`src/rtl/duty_cycle_meter.sv`:
```
// Measures high time and period of a (possibly asynchronous) waveform in clockin cycles.
// Reports one high/period pair per completed rise-to-rise period; sticky overflow on counter saturation.
module duty_cycle_meter #(
    parameter int CNT_W       = 8,
    parameter int SYNC_STAGES = 2
) (
    input  logic             clockin,
    input  logic             reset,
    input  logic             enable,
    input  logic             sig_in,
    output logic [CNT_W-1:0] high_count,
    output logic [CNT_W-1:0] period_count,
    output logic             meas_valid,
    output logic             overflow
);

    typedef enum logic [1:0] {
        IDLE      = 2'd0,
        WAIT_RISE = 2'd1,
        MEAS_HIGH = 2'd2,
        MEAS_LOW  = 2'd3
    } state_t;

    localparam logic [CNT_W-1:0] CNT_ONE = {{(CNT_W-1){1'b0}}, 1'b1};

    logic [SYNC_STAGES-1:0] sync_r;
    logic                   sig_p_r;
    logic                   sig_s;
    logic                   rise_s;
    logic                   fall_s;
    state_t                 state_r;
    state_t                 state_nxt_s;
    logic [CNT_W-1:0]       hi_cnt_r;
    logic [CNT_W-1:0]       per_cnt_r;
    logic [CNT_W-1:0]       hi_nxt_s;
    logic [CNT_W-1:0]       per_nxt_s;
    logic                   report_s;
    logic                   ovf_set_s;
    logic                   hi_full_s;
    logic                   per_full_s;

    // Input synchronizer plus one-cycle history for edge detection
    always_ff @(posedge clockin or posedge reset) begin
        if (reset) begin
            sync_r  <= '0;
            sig_p_r <= 1'b0;
        end else begin
            sync_r  <= {sync_r[SYNC_STAGES-2:0], sig_in};
            sig_p_r <= sync_r[SYNC_STAGES-1];
        end
    end

    assign sig_s      = sync_r[SYNC_STAGES-1];
    assign rise_s     = sig_s & ~sig_p_r;
    assign fall_s     = ~sig_s & sig_p_r;
    assign hi_full_s  = &hi_cnt_r;
    assign per_full_s = &per_cnt_r;

    // Next-state and counter update; saturation aborts the period without a report
    always_comb begin
        state_nxt_s = state_r;
        hi_nxt_s    = hi_cnt_r;
        per_nxt_s   = per_cnt_r;
        report_s    = 1'b0;
        ovf_set_s   = 1'b0;
        if (!enable) begin
            state_nxt_s = IDLE;
            hi_nxt_s    = '0;
            per_nxt_s   = '0;
        end else begin
            case (state_r)
                IDLE: begin
                    state_nxt_s = WAIT_RISE;
                end
                WAIT_RISE: begin
                    if (rise_s) begin
                        state_nxt_s = MEAS_HIGH;
                        hi_nxt_s    = CNT_ONE;
                        per_nxt_s   = CNT_ONE;
                    end else begin
                        state_nxt_s = WAIT_RISE;
                    end
                end
                MEAS_HIGH: begin
                    if (fall_s) begin
                        if (per_full_s) begin
                            ovf_set_s   = 1'b1;
                            state_nxt_s = WAIT_RISE;
                            hi_nxt_s    = '0;
                            per_nxt_s   = '0;
                        end else begin
                            state_nxt_s = MEAS_LOW;
                            per_nxt_s   = per_cnt_r + CNT_ONE;
                        end
                    end else if (hi_full_s || per_full_s) begin
                        ovf_set_s   = 1'b1;
                        state_nxt_s = WAIT_RISE;
                        hi_nxt_s    = '0;
                        per_nxt_s   = '0;
                    end else begin
                        hi_nxt_s  = hi_cnt_r + CNT_ONE;
                        per_nxt_s = per_cnt_r + CNT_ONE;
                    end
                end
                MEAS_LOW: begin
                    if (rise_s) begin
                        report_s    = 1'b1;
                        state_nxt_s = MEAS_HIGH;
                        hi_nxt_s    = CNT_ONE;
                        per_nxt_s   = CNT_ONE;
                    end else if (per_full_s) begin
                        ovf_set_s   = 1'b1;
                        state_nxt_s = WAIT_RISE;
                        hi_nxt_s    = '0;
                        per_nxt_s   = '0;
                    end else begin
                        per_nxt_s = per_cnt_r + CNT_ONE;
                    end
                end
                default: begin
                    state_nxt_s = IDLE;
                    hi_nxt_s    = '0;
                    per_nxt_s   = '0;
                end
            endcase
        end
    end

    // State and working counters
    always_ff @(posedge clockin or posedge reset) begin
        if (reset) begin
            state_r   <= IDLE;
            hi_cnt_r  <= '0;
            per_cnt_r <= '0;
        end else begin
            state_r   <= state_nxt_s;
            hi_cnt_r  <= hi_nxt_s;
            per_cnt_r <= per_nxt_s;
        end
    end

    // Registered results: captured on a completed period, held otherwise
    always_ff @(posedge clockin or posedge reset) begin
        if (reset) begin
            high_count   <= '0;
            period_count <= '0;
            meas_valid   <= 1'b0;
            overflow     <= 1'b0;
        end else begin
            meas_valid <= report_s;
            if (report_s) begin
                high_count   <= hi_cnt_r;
                period_count <= per_cnt_r;
            end
            if (!enable) begin
                overflow <= 1'b0;
            end else if (ovf_set_s) begin
                overflow <= 1'b1;
            end
        end
    end

endmodule

```
`config.mk`:
```
export PLATFORM = sky130hd
export DESIGN_NAME = duty_cycle_meter
export DESIGN_NICKNAME = d
export VERILOG_FILES = /design/src/rtl/duty_cycle_meter.sv
export SDC_FILE = /design/constraint.sdc
export NUM_CORES = 1
export LEC_CHECK = 0
export CAP_MARGIN = 40
export CORE_UTILIZATION = 58
export CTS_BUF_LIST = sky130_fd_sc_hd__clkbuf_8
export CTS_CLUSTER_SIZE = 16
export DETAILED_ROUTE_END_ITERATION = 8
export PLACE_DENSITY_LB_ADDON = 0.12
export SLEW_MARGIN = 15
export SYNTH_ARGS = -nofsm -noshare
export SYNTH_HDL_FRONTEND = slang
export SYNTH_SLANG_ARGS = --single-unit
```
`constraint.sdc`:
```
create_clock -name clockin -period 2.15 [get_ports clockin]
set_input_delay 0.5375 -clock clockin [delete_from_list [all_inputs] [get_ports clockin]]
set_output_delay 0.5375 -clock clockin [all_outputs]
set_load 0.005 [all_outputs]
```
Word level (Yosys, flattened, before mapping)
Index checks and enable logic that the tools add are counted.
- output and inout port bits: 18
- memories: 0
- bits in latches: 0
- input port bits: 4
- register bits: 39
- RAM bits: 0
- word-level logic and storage cells: 61
- ROM bits: 0
- multiplexer cells: 32
- $add $sub $neg: 2
- $mul: 0
- equal/unequal tests: 8
- divide/modulo/power cells: 0
- $lt $le $gt $ge: 0
- shifts and indexed selects: 0
- bitwise operators: 4
- reductions and logical operators: 6
- operator list (operator ; number):
    8-bit two-way mux ; 11
    8-bit case mux with 3 select lines ; 2
    8-bit by 1-bit adder with 8-bit output, second input constant ; 2
    8-bit AND reduction ; 2
    2-bit two-way mux ; 7
    1-bit two-way mux ; 10
    4-bit inequality test, second input constant ; 2
    2-bit case mux with 4 select lines ; 1
    2-bit equality test, second input constant ; 2
    4-bit by 1-bit inequality test with 1-bit output, second input constant ; 1
    2-bit AND reduction ; 2
    3-bit inequality test, second input constant ; 1
    1-bit bitwise AND ; 2
    2-bit by 1-bit equality test with 1-bit output, second input constant ; 1
    2-bit logical NOT ; 1
    2-bit by 1-bit inequality test with 1-bit output, second input constant ; 1
    1-bit inverter ; 2
    1-bit case mux with 2 select lines ; 1
    1-bit logical OR ; 1

Logic depth before layout (Yosys ltp)
Gate-level depths: netlist of the first run.
- word-level depth: 8
- gate-level depth with buffers: 7
- gate-level depth less buffers: 7

Worst setup path after synthesis of the first run
Ideal clock, no wire load.
- kind: register to register
- start point: register state_r[0]
- end point: register hi_cnt_r[0]
- arrival: 1611 ps
- cell stages (with the launch flop): 8
- library setup time: 64 ps
- required time: 2086 ps
- path buffers: 0
- clock period less this slack: 1675 ps
- setup slack: 475 ps
- path through: dfrtp_1 > inv_1 > ha_1 > o21ai_1 > a21o_1 > or4_4 > o22ai_1 > a21o_1
- cells in the longest elaborated chain, start to end: 3
- elaborated cells on any way between the ends: 8
- classes of those cells: eq/ne (5); mux (2); reduce/logical (1)
- RTL lines (item ; RTL line ; text):
    from (decl) ; 31 ; state_t state_r;
    from (signal assigned) ; 136 ; state_r <= state_nxt_s;
    2-bit equality test or 2-bit by 1-bit equality test with 1-bit output (tied branches) ; 71 ; case (state_r)
    8-bit case mux with 3 select lines, or another cell as far along ; 71 ;
    8-bit two-way mux or 2-bit AND reduction (tied branches) ; n/a ;
    to (signal assigned) ; 137 ; hi_cnt_r <= hi_nxt_s;
    to (decl) ; 33 ; logic [CNT_W-1:0] hi_cnt_r;
Parallel ways exist; a longest one is shown, timed or not.
A chain may end at the register's enable or synchronous reset.

Worst setup path after layout of the first run
- start point: register state_r[1]
- end point: register hi_cnt_r[7]
The elaborated chain is that of the path after synthesis.

==> results.toml, run 1 <==
[status]
status = "complete, no violations"

[floorplanning]
fp-row-count = 21
die_h_um = 61.8
initial_core_util = 0.611
die-area_um2 = 3810
die_w_um = 61.8
coreArea_um2 = 3390
ios = 22

[cells_and_area]
diodes = 0
nets = 281
area_growth_syn_to_layout_pct = 19.6
drive_gt1_frac = 0.0956
utilization = 0.731

[sta]
setup_viol = 0
tightest_slew_ns = 0.470
drv_slew = 0
post-route-min-period_ns = 2.01
timing.hold.ws_ns = 0.364
relSlewSlack = 0.687
hold_violations = 0
skew_ns = 0.00342
layout_setup_ws_ns = 0.138
rsz0062_at_grt = "no"
max_freq_ghz = 0.497
fin_crit_sh = 0.936
setup_tns_ns = 0

[setup_path]
critPathLaunch = "state_r[1]"
cpMostUsedCell = "a21o_1"
critPathTopFamily = "compound AO/OA/AOI/OAI gates"
cp.required_ns = 2.38
path_max_fanout = 11
slowest_delay_ns = 0.45
rrSetupSlack_ns = 0.14
critical_path_arrival_ns = 2.24
path_class = "reg -> reg"
endpoint_kind = "flip-flop"
crit_path_start_kind = "flip-flop"
path_buf_inv = 0
timing.rr.start = "state_r[1]"
slowest_stage = "or4_4"
path_cells = "ha_1 -> o21ai_1 -> a21o_1 -> or4_4 -> a21oi_1 -> a21o_1"

[logic_synthesis]
ys_seq_area_frac = 0.471
synth_area_leaders = "dfrtp_1 (47%), nand2_1 (12%), nand3_1 (4.4%)"
synthMuxAreaShare = 0.00483
ys.flop_type = "dfrtp_1"
synth_top_area_share = 0.471
avgSynthCellArea_um2 = 8.56
synth_area_leader_cell = "dfrtp_1"
synth_edf_count = 0
syn_nets = 252
ys_types = 45
synth_compound_area_frac = 0.188
yosys_register_bits = 39
synthAdderAreaFrac = 0.0363
async_reset_ff_frac = 1.00
synth_top_family_by_area = "simple AND/OR/NAND/NOR gates"
synth-simple-area-share = 0.256
syn_inst = 242
yosysWarnings = 0
syn_area_um2 = 2070
synth_xor_area_frac = 0.00846

[drt]
dr.pass1.iters = 4
dr_total_vias = 1863
viasPerCell = 5.86
antenna_left = 0
drc_errors = 0
finalWirelength_um = 4450
drt_iter0_drc = 105
post_drt_wl_per_cell_um = 14.0

[pwr]
p_total_w = 0.00158
power_density_nw_per_um2 = 637
ir_worst_vdd_v = 0.000326
p_leak_nw = 1.13

[clocking]
clk_pin_slew_worst_paths_ns = 0.07
h-tree-depth = 2
root_buffer = "clkbuf_8"
post_cts_buffers = 0
cts_buffers = 5
clock_path_buffers = 2
clkLatencyLatePin_ns = 0.29
cts-resized-gates = 0
hold_buffers = 0
cts_tree = "built"
cts.sinks = 39

[global_route]
grt_pass1_vias = 1592
antenna_found_initial = 0
grt_pass1_wl_um = 7420
grt_use_total = 0.269
overflow = 0
grt_max_degree = 40

[min_path]
worstHoldPathType = "reg -> reg"
hold_start = "sync_r[0]"

[placed_design]
hpwl_um = 3190
pre_cts_ws_ns = 0.0668
io_buffers = 21
place_congestion = 0.874

[flow_run]
drv_cap = 0
-- placed cells by master, fill, tap and decap left out, drive strengths merged, types with 3 or more instances in the layout --
| cell | Yosys | routed |
|---|---|---|
| a21o | 4 | 4 |
| inv | 9 | 9 |
| a31oi | 8 | 8 |
| clkbuf | 2 | 6 |
| nand3 | 19 | 19 |
| nand4 | 5 | 5 |
| buf | 5 | 8 |
| a21oi | 12 | 12 |
| dfrtp | 39 | 39 |
| nand2 | 66 | 66 |
| clkdlybuf4s50 | 0 | 21 |
| o21ai | 16 | 16 |
| ha | 6 | 6 |
| nor2 | 14 | 14 |
| o21a | 3 | 3 |
-- report_power, final --
group	total (W)	internal [W]	switching, W
clock network	0.000622	0.000375	0.000247
logic	0.000179	0.0000702	0.000109
registers	0.000777	0.000752	0.0000259
-- kinds of logic (layout without fill, tap and decap cells) --
family	after synthesis	in the layout
buf+inv	16	46
flops	39	39
mux	1	1
fa+ha+maj	6	6
simple gates	118	118
compound gates	60	60
xor+xnor	2	2
-- cell usage after synthesis, drive strengths merged (3+ instances only) --
| library cell | instances |
|---|---|
| nand3 | 19 |
| nand2 | 66 |
| nor2 | 14 |
| o21a | 3 |
| buf | 5 |
| dfrtp | 39 |
| o21ai | 16 |
| ha | 6 |
| a21oi | 12 |
| inv | 9 |
| a21o | 4 |
| a31oi | 8 |
| nand4 | 5 |
-- metal layers --
layer  vias to the layer above  global-route usage  wire (µm)  part of all wire
met5                         -                   0          0                 0
met4                         0               0.102         91             0.020
met3                        12              0.0538        204             0.046
met2                        63               0.407       2040              0.46
met1                       881               0.385       2110              0.47
li1                        907                   -          -                 -
-- final timing paths --
kind | to | depth (start not counted)
max | hi_cnt_r[7] | 6
min | sync_r[1] | 0
max reg2reg | hi_cnt_r[7] | 6
min reg2reg | sync_r[1] | 0
max in group asynchronous | per_cnt_r[4] | 3
min in group asynchronous | high_count[5] | 3
-- flip-flops by register name, indices dropped and copies added (netlist names) --
name / count
hi_cnt_r: 8
high_count: 8
per_cnt_r: 8
period_count: 8
state_r: 2
sync_r: 2
meas_valid: 1
overflow: 1
sig_p_r: 1
-- cell type report --
type                            count  area (µm²)
Inverter                            9        33.8
Tap cell                           46        57.6
Clock inverter                      2        35.0
Timing Repair Buffer               29         270
Clock buffer                        6        82.6
Multi-Input combinational cell    187        1020
Fill cell                         265         912
Sequential cell                    39         976
-- metrics by stage --
stage / cells / instance area (µm²)
3_3_place_gp: 310 / 2360
3_5_place_dp: 310 / 2360
2_1_floorplan: 242 / 2070
6_report: 318 / 2480
4_1_cts: 318 / 2480
5_1_grt: 318 / 2480
No activity file was read; power rests on OpenSTA's default activity.
==> run 2: changes to the inputs <==
- CORE_MARGIN: default -> 2
- PLACE_DENSITY: default -> 0.81
- PLACE_DENSITY_LB_ADDON: 0.12 -> default
- RECOVER_POWER: default -> 50
==> results.toml, run 2 (synthesized netlist as in run 1, its figures left out) <==
[status]
status = "complete, no violations"

[sta]
post-route-min-period_ns = 1.91
setup_tns_ns = 0
timing.hold.ws_ns = 0.366
drv_slew = 0
fin_crit_sh = 0.888
tightest_slew_ns = 0.922
rsz0062_at_grt = "no"
relSlewSlack = 0.385
max_freq_ghz = 0.524
hold_violations = 0
skew_ns = 0.00493
setup_viol = 0

[setup_path]
endpoint_kind = "flip-flop"
path_max_fanout = 11
cpMostUsedCell = "a21o_1"
critical_path_arrival_ns = 2.15
path_buf_inv = 0
critPathTopFamily = "compound AO/OA/AOI/OAI gates"
slowest_stage = "or4_4"
crit_path_start_kind = "flip-flop"
cp.required_ns = 2.39
path_class = "reg -> reg"
path_cells = "ha_1 -> o21ai_1 -> a21o_1 -> or4_4 -> o22ai_1 -> a21o_1"
slowest_delay_ns = 0.43

[global_route]
grt_pass1_wl_um = 8160
grt_pass1_vias = 1750
grt_max_degree = 40
grt_use_total = 0.258
antenna_found_initial = 0
overflow = 0

[pwr]
power_density_nw_per_um2 = 593
ir_worst_vdd_v = 0.000407
p_leak_nw = 1.12

[clocking]
cts-resized-gates = 0
clock_path_buffers = 2
h-tree-depth = 2
hold_buffers = 0
clkLatencyLatePin_ns = 0.29
cts_tree = "built"
clk_pin_slew_worst_paths_ns = 0.08
cts.sinks = 39
post_cts_buffers = 0
root_buffer = "clkbuf_8"
cts_buffers = 5

[flow_run]
drv_cap = 0

[placed_design]
hpwl_um = 3370
io_buffers = 21
place_congestion = 0.927

[drt]
post_drt_wl_per_cell_um = 14.7
finalWirelength_um = 4700
antenna_left = 0
drt_iter0_drc = 137
viasPerCell = 5.89
dr.pass1.iters = 4
dr_total_vias = 1878
drc_errors = 0

[floorplanning]
fp-row-count = 21
die_h_um = 63.8
die_w_um = 63.8
coreArea_um2 = 3390
die-area_um2 = 4060
ios = 22
initial_core_util = 0.611

[cells_and_area]
fillers = 267
diodes = 0
final_common_cell = "nand2_1"
regArea_um2 = 976
layout_common_cells = "nand2_1 (66), dfrtp_1 (39), nand3_1 (18)"
multi_input_area_um2 = 1020
area_growth_syn_to_layout_pct = 18.4
nets = 282
drive_gt1_frac = 0.0989

[min_path]
worstHoldPathType = "reg -> reg"
run 2: metrics by stage:
step	cell area, µm²	power (W)	setup slack (ns)	std cells	util
3_5_place_dp	2370	0.000975	0.108	311	0.698
6_report	2450	0.00145	0.240	319	0.723
2_1_floorplan	2070	0.000904	0.475	242	-
5_1_grt	2450	0.00151	0.0843	319	0.723
4_1_cts	2460	0.00146	0.258	319	0.725
3_3_place_gp	2370	0.000964	0.134	311	0.698
run 2: cell type report:
type	instances	area share
inverters	9	0.0138
clock buffers	5	0.0281
flip-flops and latches	39	0.398
multi-input cells	187	0.417
clock inverters	3	0.00817
repair buffers	30	0.111
well taps	46	0.0235
run 2: final timing paths:
check                                endpoint  slack, ns  cells after the start  startpoint
worst max-delay path              hi_cnt_r[0]       0.24                      6  state_r[1]
worst min-delay path                sync_r[1]       0.37                      0   sync_r[0]
worst max register to register    hi_cnt_r[0]       0.24                      6  state_r[1]
worst min register to register      sync_r[1]       0.37                      0   sync_r[0]
max in group asynchronous           sync_r[0]       0.60                      3       reset
min in group asynchronous       high_count[0]       0.98                      3       reset
run 2: power by group:
part           switching (W)  internal [W]
clock               0.000266      0.000226
combinational       0.000114     0.0000686
sequential         0.0000268      0.000751
run 2: per-layer routing:
layer	share of wire	GRT usage	vias up
li1	-	-	912
met4	0.024	0.114	0
met1	0.43	0.354	864
met2	0.47	0.404	89
met5	0	0	-
met3	0.073	0.0423	13
==> run 3: changes to the inputs <==
- CORE_UTILIZATION: 58 -> 35
- PLACE_DENSITY: 0.81 -> 0.63
==> results.toml, run 3 (synthesized netlist as in run 1, its figures left out) <==
[global_route]
grt_pass1_vias = 1648
grt_use_total = 0.157
grt_pass1_wl_um = 8020
overflow = 0
antenna_found_initial = 0
grt_max_degree = 40

[flow_run]
drv_cap = 0

[clocking]
cts_buffers = 5
cts_tree = "built"
hold_buffers = 0
post_cts_buffers = 0
h-tree-depth = 2
cts-resized-gates = 0
clock_path_buffers = 2
cts.sinks = 39
clkLatencyLatePin_ns = 0.30
clk_pin_slew_worst_paths_ns = 0.08
root_buffer = "clkbuf_8"

[sta]
rsz0062_at_grt = "no"
setup_tns_ns = 0
drv_slew = 0
hold_violations = 0
post-route-min-period_ns = 1.92
setup_viol = 0
layout_setup_ws_ns = 0.230
max_freq_ghz = 0.521
relSlewSlack = 0.371
skew_ns = 0.00730
fin_crit_sh = 0.893
tightest_slew_ns = 0.944

[setup_path]
endpoint_kind = "flip-flop"
path_cells = "ha_1 -> o21ai_1 -> a21o_1 -> or4_4 -> a21oi_1 -> a21o_1"
path_class = "reg -> reg"
critPathTopFamily = "compound AO/OA/AOI/OAI gates"
crit_path_start_kind = "flip-flop"
reg2reg_depth = 6
critPathLaunch = "state_r[1]"
cpMostUsedCell = "a21o_1"
path_max_fanout = 11
rr_endpoint = "hi_cnt_r[7]"
path_buf_inv = 0
slowest_stage = "dfrtp_1"
cp.depth = 6
rrSetupSlack_ns = 0.23
slowest_delay_ns = 0.43
timing.rr.start = "state_r[1]"
setup.worst_path.end = "hi_cnt_r[7]"
critical_path_arrival_ns = 2.16
cp.required_ns = 2.39

[pwr]
ir_worst_vdd_v = 0.000253
p_leak_nw = 1.13
power_density_nw_per_um2 = 665

[placed_design]
place_congestion = 0.892
pre_cts_ws_ns = 0.108
io_buffers = 21
hpwl_um = 3340

[cells_and_area]
nets = 281
diodes = 0
area_growth_syn_to_layout_pct = 22.6
utilization = 0.437
fillers = 596
final_common_cell = "nand2_1"
drive_gt1_frac = 0.0919
layout_common_cells = "nand2_1 (66), dfrtp_1 (39), nand3_1 (18), clkdlybuf4s50_1 (18), o21ai_0 (13)"

[floorplanning]
coreArea_um2 = 5820
initial_core_util = 0.356
ios = 22
die_w_um = 80.9
fp-row-count = 28
die-area_um2 = 6550
die_h_um = 80.9

[drt]
viasPerCell = 5.28
finalWirelength_um = 4530
dr_total_vias = 1832
drt_iter0_drc = 151
drc_errors = 0
antenna_left = 0
dr.pass1.iters = 4
post_drt_wl_per_cell_um = 13.1

[min_path]
worstHoldPathType = "reg -> reg"

[status]
status = "complete, no violations"
## run 3: cell types whose count changed in the layout (fill, tap and decap cells not counted), sizes merged
cell	change
clkdlybuf4s50	+3
dlygate4sd3	-3
clkinv	-1
buf	-1
clkinvlp	-1
bufinv	+2
## run 3: report_power, final
group	switching [W]	total [W]	internal [W]
clock network	0.000273	0.000735	0.000463
registers	0.0000254	0.000777	0.000751
logic	0.000110	0.000177	0.0000677
## run 3: how the worst min path moves through the flow
stage	slack, ns	depth (start not counted)	startpoint	endpoint
final	0.36	0	sync_r[0]	sync_r[1]
after global routing	0.36	0	sync_r[0]	sync_r[1]
after global placement	0.34	0	sync_r[0]	sync_r[1]
after detailed placement	0.34	0	sync_r[0]	sync_r[1]
after floorplan	0.33	0	sync_r[0]	sync_r[1]
after CTS	0.36	0	sync_r[0]	sync_r[1]
## run 3: per-layer routing
metal,share of wire,GRT usage
met4,0.015,0.0559
met1,0.49,0.221
met3,0.042,0.0356
met2,0.45,0.238
met5,0,0
## run 3: area by class of cell
class	instances	area [µm²]	area share
inverter	9	33.8	0.0133
timing repair buffer	29	277	0.109
sequential	39	976	0.384
tap	75	93.8	0.0370
clock buffer	5	68.8	0.0271
clock inverter	3	67.6	0.0266
multi-input combinational	187	1020	0.403
## run 3: worst register-to-register path: stages, from the launching register on
cell and delay (ns):
dfrtp_1 0.43, ha_1 0.40, o21ai_1 0.17, a21o_1 0.19
or4_4 0.43, a21oi_1 0.14, a21o_1 0.10
## run 3: stage by stage
| step | instance area, µm² | power [W] | instances | hold slack (ns) |
|---|---|---|---|---|
| floorplan | 2070 | 0.000904 | 242 | 0.331 |
| global placement | 2410 | 0.000967 | 339 | 0.342 |
| detailed placement | 2410 | 0.000969 | 339 | 0.338 |
| CTS | 2540 | 0.00170 | 347 | 0.361 |
| global route | 2540 | 0.00177 | 347 | 0.364 |
| finish | 2540 | 0.00169 | 347 | 0.358 |
